## config.mk

```make
export PLATFORM = sky130hd
export DESIGN_NAME = instruction_fetch
export DESIGN_NICKNAME = d
export VERILOG_FILES = /design/src/rtl/instruction_fetch.sv
export SDC_FILE = /design/constraint.sdc
export NUM_CORES = 1
export LEC_CHECK = 0
export ABC_AREA = 1
export CAP_MARGIN = 25
export CORE_MARGIN = 4
export CORE_UTILIZATION = 40
export DETAILED_ROUTE_END_ITERATION = 8
export GPL_ROUTABILITY_DRIVEN = 0
export MAX_ROUTING_LAYER = met4
export PLACE_DENSITY = 0.71
export SYNTH_ARGS = -nofsm -noshare
export SYNTH_HDL_FRONTEND = slang
export SYNTH_SLANG_ARGS = --single-unit
```

## constraint.sdc

```tcl
create_clock -name clk -period 1.9 [get_ports clk]
set_input_delay 0.19 -clock clk [delete_from_list [all_inputs] [get_ports clk]]
set_output_delay 0.19 -clock clk [all_outputs]
set_load 0.005 [all_outputs]
```

## src/rtl/instruction_fetch.sv

```systemverilog
// rtl/instruction_fetch.sv - LEGv8 fetch stage: PC, one-outstanding imem request, decode handoff, branch redirect
module instruction_fetch #(
    parameter logic [63:0] RESET_PC = 64'h0000_0000_0000_0000
) (
    input  logic        clk,
    input  logic        rst_n,
    output logic        imem_req_valid,
    input  logic        imem_req_ready,
    output logic [63:0] imem_addr,
    input  logic        imem_resp_valid,
    input  logic [31:0] imem_rdata,
    output logic        instr_valid,
    input  logic        instr_ready,
    output logic [31:0] instruction,
    output logic [63:0] pc_out,
    input  logic        redirect,
    input  logic [63:0] redirect_pc,
    input  logic [63:0] redirect_offset
);

    typedef enum logic [1:0] {
        S_REQ  = 2'd0,
        S_WAIT = 2'd1,
        S_HOLD = 2'd2
    } state_e;

    state_e      state_q, state_d;
    logic [63:0] pc_q, pc_d;
    logic        discard_q, discard_d;
    logic [31:0] instr_q, instr_d;
    logic [63:0] pc_out_q, pc_out_d;
    logic        valid_q, valid_d;

    logic [63:0] offset_bytes;
    logic [63:0] redirect_target;
    logic [63:0] pc_seq;

    // Offset is in words; the top two bits fall off and the sum wraps mod 2^64.
    assign offset_bytes    = redirect_offset << 2;
    assign redirect_target = redirect_pc + offset_bytes;
    assign pc_seq          = pc_q + 64'd4;

    always_ff @(posedge clk or negedge rst_n) begin
        if (!rst_n) begin
            state_q   <= S_REQ;
            pc_q      <= RESET_PC;
            discard_q <= 1'b0;
            instr_q   <= 32'd0;
            pc_out_q  <= 64'd0;
            valid_q   <= 1'b0;
        end else begin
            state_q   <= state_d;
            pc_q      <= pc_d;
            discard_q <= discard_d;
            instr_q   <= instr_d;
            pc_out_q  <= pc_out_d;
            valid_q   <= valid_d;
        end
    end

    always_comb begin
        state_d   = state_q;
        pc_d      = pc_q;
        discard_d = discard_q;
        instr_d   = instr_q;
        pc_out_d  = pc_out_q;
        valid_d   = valid_q;

        case (state_q)
            S_REQ: begin
                if (redirect) begin
                    pc_d = redirect_target;
                end
                if (imem_req_ready) begin
                    state_d   = S_WAIT;
                    // A redirect racing the handshake leaves a stale fetch in flight.
                    discard_d = redirect;
                end
            end
            S_WAIT: begin
                if (redirect) begin
                    pc_d = redirect_target;
                    if (imem_resp_valid) begin
                        state_d   = S_REQ;
                        discard_d = 1'b0;
                    end else begin
                        discard_d = 1'b1;
                    end
                end else if (imem_resp_valid) begin
                    if (discard_q) begin
                        discard_d = 1'b0;
                        state_d   = S_REQ;
                    end else begin
                        instr_d  = imem_rdata;
                        pc_out_d = pc_q;
                        valid_d  = 1'b1;
                        state_d  = S_HOLD;
                    end
                end
            end
            S_HOLD: begin
                if (redirect) begin
                    valid_d = 1'b0;
                    pc_d    = redirect_target;
                    state_d = S_REQ;
                end else if (instr_ready) begin
                    valid_d = 1'b0;
                    pc_d    = pc_seq;
                    state_d = S_REQ;
                end
            end
            default: begin
                state_d = S_REQ;
            end
        endcase
    end

    // Gated by rst_n so the request drops the instant reset asserts.
    assign imem_req_valid = rst_n && (state_q == S_REQ);
    assign imem_addr      = pc_q;
    assign instr_valid    = valid_q;
    assign instruction    = instr_q;
    assign pc_out         = pc_out_q;

endmodule

```

==> Word-level counts from Yosys, hierarchy flattened <==
Cells that the tools add are included.
W data, S select, Z words.
{ "word_totals": {"reg_bits": 164} }
{ "op_classes": {"n_addsub": 2, "eq_ne": 9, "n_mux": 23, "n_bitwise": 2, "n_reduce_logical": 11} }
{ "ops": {"columns": ["cell", "n"], "rows": [
  ["$mux W64", 3],
  ["$pmux W64 S2", 1],
  ["$add A64 B3 Y64 const B", 1],
  ["$add A64 B64 Y64", 1],
  ["$mux W2", 7],
  ["$mux W1", 9],
  ["$reduce_and A3 Y1", 3],
  ["$ne A2 B2 Y1 const B", 4],
  ["$ne A3 B3 Y1 const B", 2],
  ["$pmux W2 S3", 1],
  ["$reduce_bool A2 Y1", 3],
  ["$reduce_and A5 Y1", 1],
  ["$pmux W1 S2", 2],
  ["$reduce_and A4 Y1", 1],
  ["$eq A2 B1 Y1 const B", 1],
  ["$eq A2 B2 Y1 const B", 1],
  ["$logic_not A2 Y1", 1],
  ["$ne A2 B1 Y1 const B", 1],
  ["$not A1 Y1", 2],
  ["$reduce_or A2 Y1", 1],
  ["$logic_and A1 B1 Y1", 1]
]} }

==> Depth between registers and ports, before layout <==
Gate-level depths: netlist of run 1.
{ "depth": {"depth_word": 4, "mapped_depth": 17} }

==> Worst setup path before layout of run 1 <==
No wires, ideal clock.
{ "synth_timing": {"path_type": "input port to flip-flop", "startpoint": "input port redirect_pc[2]", "endpoint": "register pc_q[46], in the netlist imem_addr[46]", "setup_time_ns": 0.117, "arrival_time_ns": 1.834, "slack_ns": -0.051, "path_stages": 17, "n_path_buf": 0, "cell_sequence": "ha_1 fa_1 nand2_1 nand3_1 and2_1 nand2_1 nand2_1 nand2_1 nand2_1 nand2_1 nand2_1 nand2_1 nand2_1 nand2_1 nand3_1 nand3_1 nand2_1"} }
{ "synth_via": {"elab_chain_cells": 3, "word_cells_on_any_way": 4} }
{ "synth_rtl": {"columns": ["element", "line", "text"], "rows": [
  ["start: declaration", "17", "input logic [63:0] redirect_pc,"],
  ["$add A64 B64 Y64 *", "40", "assign redirect_target = redirect_pc + offset_bytes;"],
  ["$mux W64, on equally long branches", "102, 71, 81", null],
  ["$pmux W64 S2 *", "69", "case (state_q)"],
  ["end signal: assignment", "53", "pc_q <= pc_d;"],
  ["end: declaration", "28", "logic [63:0] pc_q, pc_d;"]
]} }
Every way passes the cells marked *; elsewhere a longest branch is shown, timed or not. The select of a mux whose other input is x is not followed.
A chain may end at the register's enable or synchronous reset.

==> Worst setup path in the final report of run 1 <==
{ "layout_timing": {"startpoint": "input port redirect_offset[38]", "endpoint": "register pc_q[53], in the netlist imem_addr[53]"} }
{ "layout_via": {"elab_chain_cells": 3, "word_cells_on_any_way": 4} }
{ "layout_rtl": {"columns": ["element", "line", "text"], "rows": [
  ["start: declaration", "18", "input logic [63:0] redirect_offset"],
  ["$add A64 B64 Y64 *", "40", null],
  ["$mux W64, on equally long branches", "102, 71, 81", null],
  ["$pmux W64 S2 *", "69", null]
]} }
Marked as above.

==> results of run 1 <==
-- worst max-delay path: cells and delay by family --
kind / cells / cell delay (ns)
and+or+nand+nor: 8 / 1.05
buffers and inverters: 3 / 0.68
adders and majority gates: 1 / 0.33
AOI/OAI and AO/OA: 1 / 0.15
-- per-layer routing --
metal | track usage | vias to the layer above | part of all wire
met2 | 0.498 | 1166 | 0.46
met3 | 0.0578 | 314 | 0.10
met5 | - | - | 0
met4 | 0.140 | 0 | 0.061
met1 | 0.376 | 8159 | 0.37
li1 | - | 8136 | -
-- registers in the layout (all words and copies together) (netlist names) --
signal / count
instruction: 32
imem_addr: 64
state_q: 2
discard_q: 1
pc_out: 64
instr_valid: 1
-- power groups by stage --
stage	clock network [W]	registers, W	logic [W]
floorplan	0	0.00586	0.00306
global placement	0	0.00579	0.00875
detailed placement	0	0.00586	0.00887
CTS	0.00356	0.00582	0.00919
global route	0.00370	0.00599	0.0109
finish	0.00352	0.00585	0.0102
-- cell families after synthesis --
logic type      after synthesis
fa+ha+maj                    63
buf+inv                     365
xor+xnor                     31
simple gates               1074
mux                          35
flops                       164
compound gates              363
-- layout make-up --
class	instances	area share
antenna	3	0.000323
clock buffer	18	0.0189
clock inverter	14	0.00657
inverter	323	0.0522
multi-input combinational	1566	0.447
sequential	164	0.178
tap	448	0.0241
timing repair buffer	691	0.273
-- final timing paths --
check	startpoint	to	slack [ns]	depth (start not counted)
min in group asynchronous	rst_n	pc_out[6]$_DFFE_PN0P_	0.51	3
max	redirect_offset[38]	imem_addr[53]$_DFFE_PN0P_	-0.13	13
min reg2reg	instr_valid$_DFFE_PN0P_	instr_valid$_DFFE_PN0P_	0.48	2
max reg2reg	imem_addr[2]$_DFFE_PN0P_	imem_addr[46]$_DFFE_PN0P_	-0.11	14
max in group asynchronous	rst_n	imem_addr[49]$_DFFE_PN0P_	0.67	3
min	redirect_pc[0]	imem_addr[0]$_DFFE_PN0P_	0.33	3
-- cell usage in the layout (no fill, tap or decap), types with 19 or more instances in the layout --
cell	synthesis	final
sky130_fd_sc_hd__a21oi_1	131	68
sky130_fd_sc_hd__a21oi_2	2	59
sky130_fd_sc_hd__buf_4	0	347
sky130_fd_sc_hd__clkdlybuf4s50_1	0	233
sky130_fd_sc_hd__dfrtp_1	164	145
sky130_fd_sc_hd__dfrtp_2	0	19
sky130_fd_sc_hd__dlymetal6s2s_1	0	86
sky130_fd_sc_hd__ha_4	0	58
sky130_fd_sc_hd__inv_1	311	287
sky130_fd_sc_hd__inv_2	12	36
sky130_fd_sc_hd__mux2_2	35	35
sky130_fd_sc_hd__nand2_1	570	471
sky130_fd_sc_hd__nand2_2	7	89
sky130_fd_sc_hd__nand3_1	152	113
sky130_fd_sc_hd__nand3_2	3	36
sky130_fd_sc_hd__nand4_1	35	35
sky130_fd_sc_hd__nor2_1	212	122
sky130_fd_sc_hd__nor2_2	9	69
sky130_fd_sc_hd__nor2_4	8	38
sky130_fd_sc_hd__nor3_2	13	22
sky130_fd_sc_hd__o21ai_0	170	130
sky130_fd_sc_hd__o21ai_1	10	44
sky130_fd_sc_hd__xor2_1	29	25
-- repair_timing --
item                       CTS  global route
hold buffers                 1             0
pin swaps                   32           122
setup buffers                9            41
hold endpoints to repair    64             0
gates resized for setup    183           476
setup endpoints to repair   52            52
-- through the flow --
step / utilization / setup slack, ns / instances / cell area [µm²] / hold slack, ns
2_1_floorplan: - / 0.0105 / 2095 / 13600 / -0.106
3_3_place_gp: 0.588 / -0.644 / 3142 / 19700 / 0.455
3_5_place_dp: 0.588 / -0.678 / 3142 / 19700 / 0.458
4_1_cts: 0.632 / -0.0714 / 3184 / 21200 / 0.311
5_1_grt: 0.693 / -0.273 / 3227 / 23200 / 0.320
6_report: 0.693 / -0.126 / 3227 / 23200 / 0.326
==> metrics list, run 1 <==
* Status: finished with violations
- Violations in the final reports: setup timing
* Setup Skew: 0.0114 ns
- Root buffer selected by CTS: sky130_fd_sc_hd__clkbuf_16
- Crit path capture type: flip-flop
- The initial utilization of the core area, before any placement, comes to 0.405.
* Clock transition at the register clock pins on the worst setup and hold paths after CTS: 0.06 ns
- Critical path's largest stage delay: 0.46 ns
* Dominant register cell in the synthesized netlist: sky130_fd_sc_hd__dfrtp_1
- Total of endpoints with negative setup slack in the final report: 24
- By instance count, the leading cell after synthesis is sky130_fd_sc_hd__nand2_1.
- The first routing iteration left 1921 violations.
* Post-Synth Adder-Cell Area: 0.0587
* Clock tree from TritonCTS: built
- Worst vdd ir: 0.838 mV
* HPWL Detailed: 45300 µm
* Share of total power in the clock network: 0.180
* Total of max-cap violations: 0
* Required time of the critical path: 2.27 ns
* Final Cycle Share: 1.07
- Flop and latch count out of synthesis: 164
- Sequential element share of the synthesized area: 0.302
- Net load switching power: 0.00734 W
- Latest clock arrival within the worst-skew pair: 0.44 ns
* Multi-input gate area: 0.0104 mm²
- The number of global-route vias before repair came to 16966.
* Critical path launch point type: input port
- In the final layout, the share of cells above drive strength 1 is 0.337.
* Highest attainable clock frequency: 494 MHz
- Setup slack on the critical path of the routed design comes to -0.126 ns.
- The internal portion of the total power is 0.0122 W.
- Routed len/inst: 19.2 µm
* Vias per cell: 5.51
- Number of placement rows: 67
* Sinks on the clock net: 164
- Count of mapped cells out of synthesis: 2095
- Mux contribution to synthesized area: 0.0291
- The number of nets in the synthesized netlist is 2324.
- Area enclosed by the die boundary: 0.0369 mm²
* Leading cell types by total area after synthesis: sky130_fd_sc_hd__dfrtp_1 (30%), sky130_fd_sc_hd__nand2_1 (16%), sky130_fd_sc_hd__inv_1 (8.6%), sky130_fd_sc_hd__o21ai_0 (6.3%), sky130_fd_sc_hd__nor2_1 (5.9%)
- Sw Ratio: 0.376
- Wire length of the first global-routing pass: 87900 µm
- Number of nets in the finished design: 2992
- After synthesis the cells add up to 0.0136 mm².
- Initial antenna violation count: 3
* Area share of the largest cell type after synthesis: 0.302
- Summed over all layers, the global routing overflow is 0.
- Counting instances in the post-synthesis netlist gives the leading cell types as sky130_fd_sc_hd__nand2_1 (570), sky130_fd_sc_hd__inv_1 (311), sky130_fd_sc_hd__nor2_1 (212), sky130_fd_sc_hd__o21ai_0 (170), sky130_fd_sc_hd__dfrtp_1 (164).
* Combinational fraction of design power: 0.520
* First-pass detailed-route iteration total: 8
- Among all stages on the critical path, the largest delay is contributed by sky130_fd_sc_hd__clkdlybuf4s50_1.
* Count of fill cells added during filler insertion: 2453
- Crit Path Max Fanout: 4
* Number of H-tree levels: 4
* Setup CP Type: input port to flip-flop
* Count of cell types in the netlist: 48
* Power density cells: 840 mW/mm²
- Across the whole layout, storage elements account for 0.00413 mm².
* Count of nets left with antenna violations after detail routing: 0
- For this design the top-level I/O count stands at 328.
* Pins over their slew limit: 0
- Largest net degree at the start of global routing: 165
- TritonCTS created 17 clock buffers.
- Core box area: 0.0335 mm²
- Headroom to the max-slew limit came out at 0.395.
* Average size of a mapped cell: 6.48 µm²
- Area Overhead vs Synth: 71.2%
* Fraction of synthesized cell area in xor and xnor cells: 0.0200
- The completed layout was analyzed and its total power is 0.0195 W.
- Proportion of register bits with asynchronous set or reset after synthesis: 1.00
- Synthesized-area fraction occupied by ao, oa, aoi and oai cells: 0.143
* EDFF count, synth: 0
- Share of synthesized cell area in and, or, nand and nor gates: 0.345
- Setup repair after global routing could not meet its margin everywhere.
- Across all layers, the routed design uses 17775 vias.
- After layout, the minimum clock period comes to 2.03 ns.
- The hold violation total from the final report was 0.
- In this run the deepest clock path goes through 2 buffers.
- Cell taking the most area after synthesis: sky130_fd_sc_hd__dfrtp_1
- Of the total power, registers draw 0.300.
- Summed over all cells, the static leakage comes to 11.3 nW.
- In the final timing run, aggregate negative setup slack is -1.38 ns.
* Worst endpoint data arrival time: 2.39 ns
* Cells along the critical path: clkdlybuf4s50_1 -> ha_4 -> nand2_1 -> nor2_2 -> inv_2 -> nor2_2 -> buf_4 -> nand2_1 -> nor2_1 -> nand2_2 -> nand4_1 -> nand3_2 -> a21oi_1
* Kind of path behind the tightest hold check: input port to flip-flop
- DRC Markers: 0
- Dominant combinational cell family by area after synthesis: simple AND/OR/NAND/NOR gates
- Die Ht: 192 µm
* Total global routing track utilization: 0.308
- Least-Margin Pin Slew: 0.907 ns
- The count of buffers added on input and output ports is 325.
- The final layout contains routed wiring with a total length of 61800 µm.
- In this run the horizontal extent of the chip is 192 µm.
- Number of warnings reported in the yosys synthesis log: 0
(Power assumes the default switching activity.)
==> run 2, diff against run 1 <==
Settings changed: CORE_MARGIN 4 to 3, PLACE_DENSITY 0.71 to default, PLACE_DENSITY_LB_ADDON from default to 0.05.
Clock period 1.9 ns to 2.2 ns, I/O delays scaled along.
==> run 2 against run 1 <==
  * The run ends with hold timing left
  * Critical path depth fell by 1
  * Power fell by 19%
  * Cell area fell by 13%
  * Combinational power fell by 28%
  * Via count fell by 9.5%
  * First-iteration DRC count fell by 28%
  * Critical endpoint unchanged
==> metrics list, run 2 (synthesis gave the netlist of run 1 again) <==
- Of the available clock period, the critical path in the final layout requires 0.986.
- The wire length of the first global-routing pass is 80900 µm (-8.0%).
- CTS max path bufs: 2 (unchanged)
- TritonCTS Buffers: 17 (unchanged)
* I/O pin count: 328 (unchanged)
- HPWL Detailed: 43400 µm (-4.1%)
- The setup slack after placement is -0.478 ns (+0.200 ns).
- Worst vdd ir: 0.550 mV (-34%)
- Total global routing track utilization: 0.293 (-0.0156)
- The share of power burned in combinational logic came to 0.467 (-0.053).
- The power dissipated by switching net loads is 0.00557 W (-24%).
- Worst endpoint data arrival time: 2.53 ns (+0.14 ns)
* Violations in the final reports: hold timing
- Derived from the worst setup path, the maximum achievable clock frequency is 461 MHz.
- Leading cell type in the layout, fill and taps excluded: sky130_fd_sc_hd__nand2_1
* Via Count: 16081 (-9.5%)
* Least-Margin Pin Slew: 0.915 ns (+0.00719 ns)
- Initial antenna violation count: 1 (-2)
- Commonest non-fill, non-tap cells in the layout: sky130_fd_sc_hd__nand2_1 (558), sky130_fd_sc_hd__clkdlybuf4s50_1 (324), sky130_fd_sc_hd__inv_1 (310)
* Utilization of the core after routing: 0.610 (-0.0829)
- Routed len/inst: 17.2 µm (-10%)
* Crit path capture type: flip-flop
- The worst setup path is launched from an input port.
- The setup violation total in the final timing report is 0 (-100%).
- The maximum level of the CTS H-tree is 4 (unchanged).
- The final hold slack is -0.0654 ns (-0.391 ns).
* Vias per cell: 5.20 (-5.5%)
* Final worst slack: 0.0305 ns (+0.156 ns)
- Number of buffers inserted by port buffering: 325 (unchanged)
* Clock tree from TritonCTS: built
* Layout cell share with drive strength beyond 1: 0.169 (-0.168)
- Detailed Route Iter0 Violations: 1391 (-28%)
- Largest net degree at the start of global routing: 165 (unchanged)
- The number of placement rows was 66 (-1.5%).
* Number of nets in the finished design: 2864 (-4.3%)
* Final count of hold timing violations: 50 (+50)
- Root buffer selected by CTS: sky130_fd_sc_hd__clkbuf_16
- The area of the core came to 0.0329 mm² (-1.7%).
* Total of max-cap violations: 0 (unchanged)
- The aggregate routed wire length came to 53000 µm (-14%).
* Sinks on the clock net: 164 (unchanged)
- Die Ht: 190 µm (-1.0%)
* Total congestion overflow: 0 (unchanged)
- The filler-free cell count of the finished design came to 3091 (-4.2%).
* Count of nets left with antenna violations after detail routing: 0 (unchanged)
- Latest clock arrival within the worst-skew pair: 0.44 ns (about the same)
* Kind of path behind the tightest hold check: input port to asynchronous set/reset pin
- The net switching share of the total power is 0.354 (-0.0222).
- Setup CP Type: input port to flip-flop
- Min Clock Period, post-route: 2.17 ns
- Clock transition at the register clock pins on the worst setup and hold paths after CTS: 0.06 ns (about the same)
* Area Overhead vs Synth: 48.1%
* Die Span X: 190 µm (-1.0%)
- The internal portion of total power was 0.0102 W (-16%).
- The worst endpoint required time came to 2.56 ns (+0.29 ns).
- Crit Path Max Fanout: 4 (unchanged)
- The power density of the placed cells came to 784 mW/mm² (-6.7%).
- The number of global-route vias before repair came to 15219 (-10%).
- Share of total power in the clock network: 0.212 (+0.032)
* Setup Skew: 0.00973 ns (-0.00168 ns)
- The quantity of hold-fixing buffers added after cts is 0 (-1).
* Status: finished with violations
- The post-placement cell count is 3056 (-2.7%).
- DRC Markers: 0 (unchanged)
* Unrepaired setup endpoints after global routing: yes
- Slew Limit Headroom: 0.390 (-0.00479)
- Register share of total power: 0.321 (+0.021)
- The starting density of the core came to 0.412 (+0.00716).
* Area enclosed by the die boundary: 0.0362 mm² (-2.1%)
- The final number of max-transition violations was 0 (unchanged).
* Power, Total: 0.0158 W (-19%)
- First-pass detailed-route iteration total: 6 (-2)
* Leakage power summed over all cells: 9.57 nW (-15%)
## run 2: cell count changes in the layout (fill, tap and decap cells not counted), sizes merged, moves of 3 or more
cell           delta
buf             -127
bufinv            +3
clkdlybuf4s50    +91
clkinvlp          -4
dlygate4sd2       -5
dlymetal6s2s     -86
## run 2: final cells by class
| class | instances | area (µm²) |
|---|---|---|
| fill | 3078 | 12900 |
| multi-input combinational | 1566 | 8420 |
| timing repair buffer | 563 | 5140 |
| sequential | 164 | 4110 |
| inverter | 323 | 1210 |
| tap | 442 | 553 |
| clock buffer | 20 | 457 |
| clock inverter | 12 | 199 |
| antenna | 1 | 2.50 |
## run 2: path summary, 6_finish.rpt
check	from	to	slack, ns	cells after the start
hold reg to reg	pc_out[9]$_DFFE_PN0P_	pc_out[9]$_DFFE_PN0P_	0.48	2
min in group clk	redirect_pc[1]	imem_addr[1]$_DFFE_PN0P_	0.35	3
max in group asynchronous	rst_n	imem_addr[34]$_DFFE_PN0P_	1.54	2
hold / removal	rst_n	imem_addr[1]$_DFFE_PN0P_	-0.07	2
setup reg to reg	imem_addr[3]$_DFFE_PN0P_	imem_addr[62]$_DFFE_PN0P_	0.06	13
setup / recovery	redirect_offset[17]	imem_addr[53]$_DFFE_PN0P_	0.03	12
## run 2: metrics by stage
step                      setup TNS [ns]  area [µm²]
after floorplan                        0       13600
after global placement            -16.50       19100
after detailed placement          -18.22       19100
after CTS                              0       19800
after global routing              -0.461       20100
final                                  0       20100
## run 2: power by group through the flow
stage                     Clock [W]  Sequential, W  Combinational [W]
final                       0.00334        0.00506            0.00736
after global routing        0.00351        0.00522            0.00800
after CTS                   0.00338        0.00504            0.00724
after detailed placement          0        0.00509            0.00721
after global placement            0        0.00503            0.00715
after floorplan                   0        0.00506            0.00264
## run 2: critical path, cell delays in order
cell	delay, ns
sky130_fd_sc_hd__clkdlybuf4s50_1	0.41
sky130_fd_sc_hd__ha_1	0.37
sky130_fd_sc_hd__nand2_1	0.13
sky130_fd_sc_hd__nor2_1	0.20
sky130_fd_sc_hd__nand2_1	0.11
sky130_fd_sc_hd__inv_1	0.08
sky130_fd_sc_hd__nand4_1	0.07
sky130_fd_sc_hd__nand3b_1	0.30
sky130_fd_sc_hd__nand2_1	0.14
sky130_fd_sc_hd__nand4_1	0.10
sky130_fd_sc_hd__nand3_1	0.20
sky130_fd_sc_hd__a21oi_1	0.19
## run 2: what timing repair did
action | CTS | global route
buffers inserted | 0 | 2
resized for setup | 1 | 88
pin swaps | 0 | 7
endpoints found under the setup margin | 1 | 44
## run 2: per-layer routing
metal / part of all wire / wire [µm] / vias to the layer above / global-route usage
met4: 0.043 / 2300 / 0 / 0.114
li1: - / - / 7883 / -
met5: 0 / 0 / - / -
met3: 0.084 / 4440 / 146 / 0.0450
met2: 0.44 / 23500 / 750 / 0.464
met1: 0.43 / 22800 / 7302 / 0.379
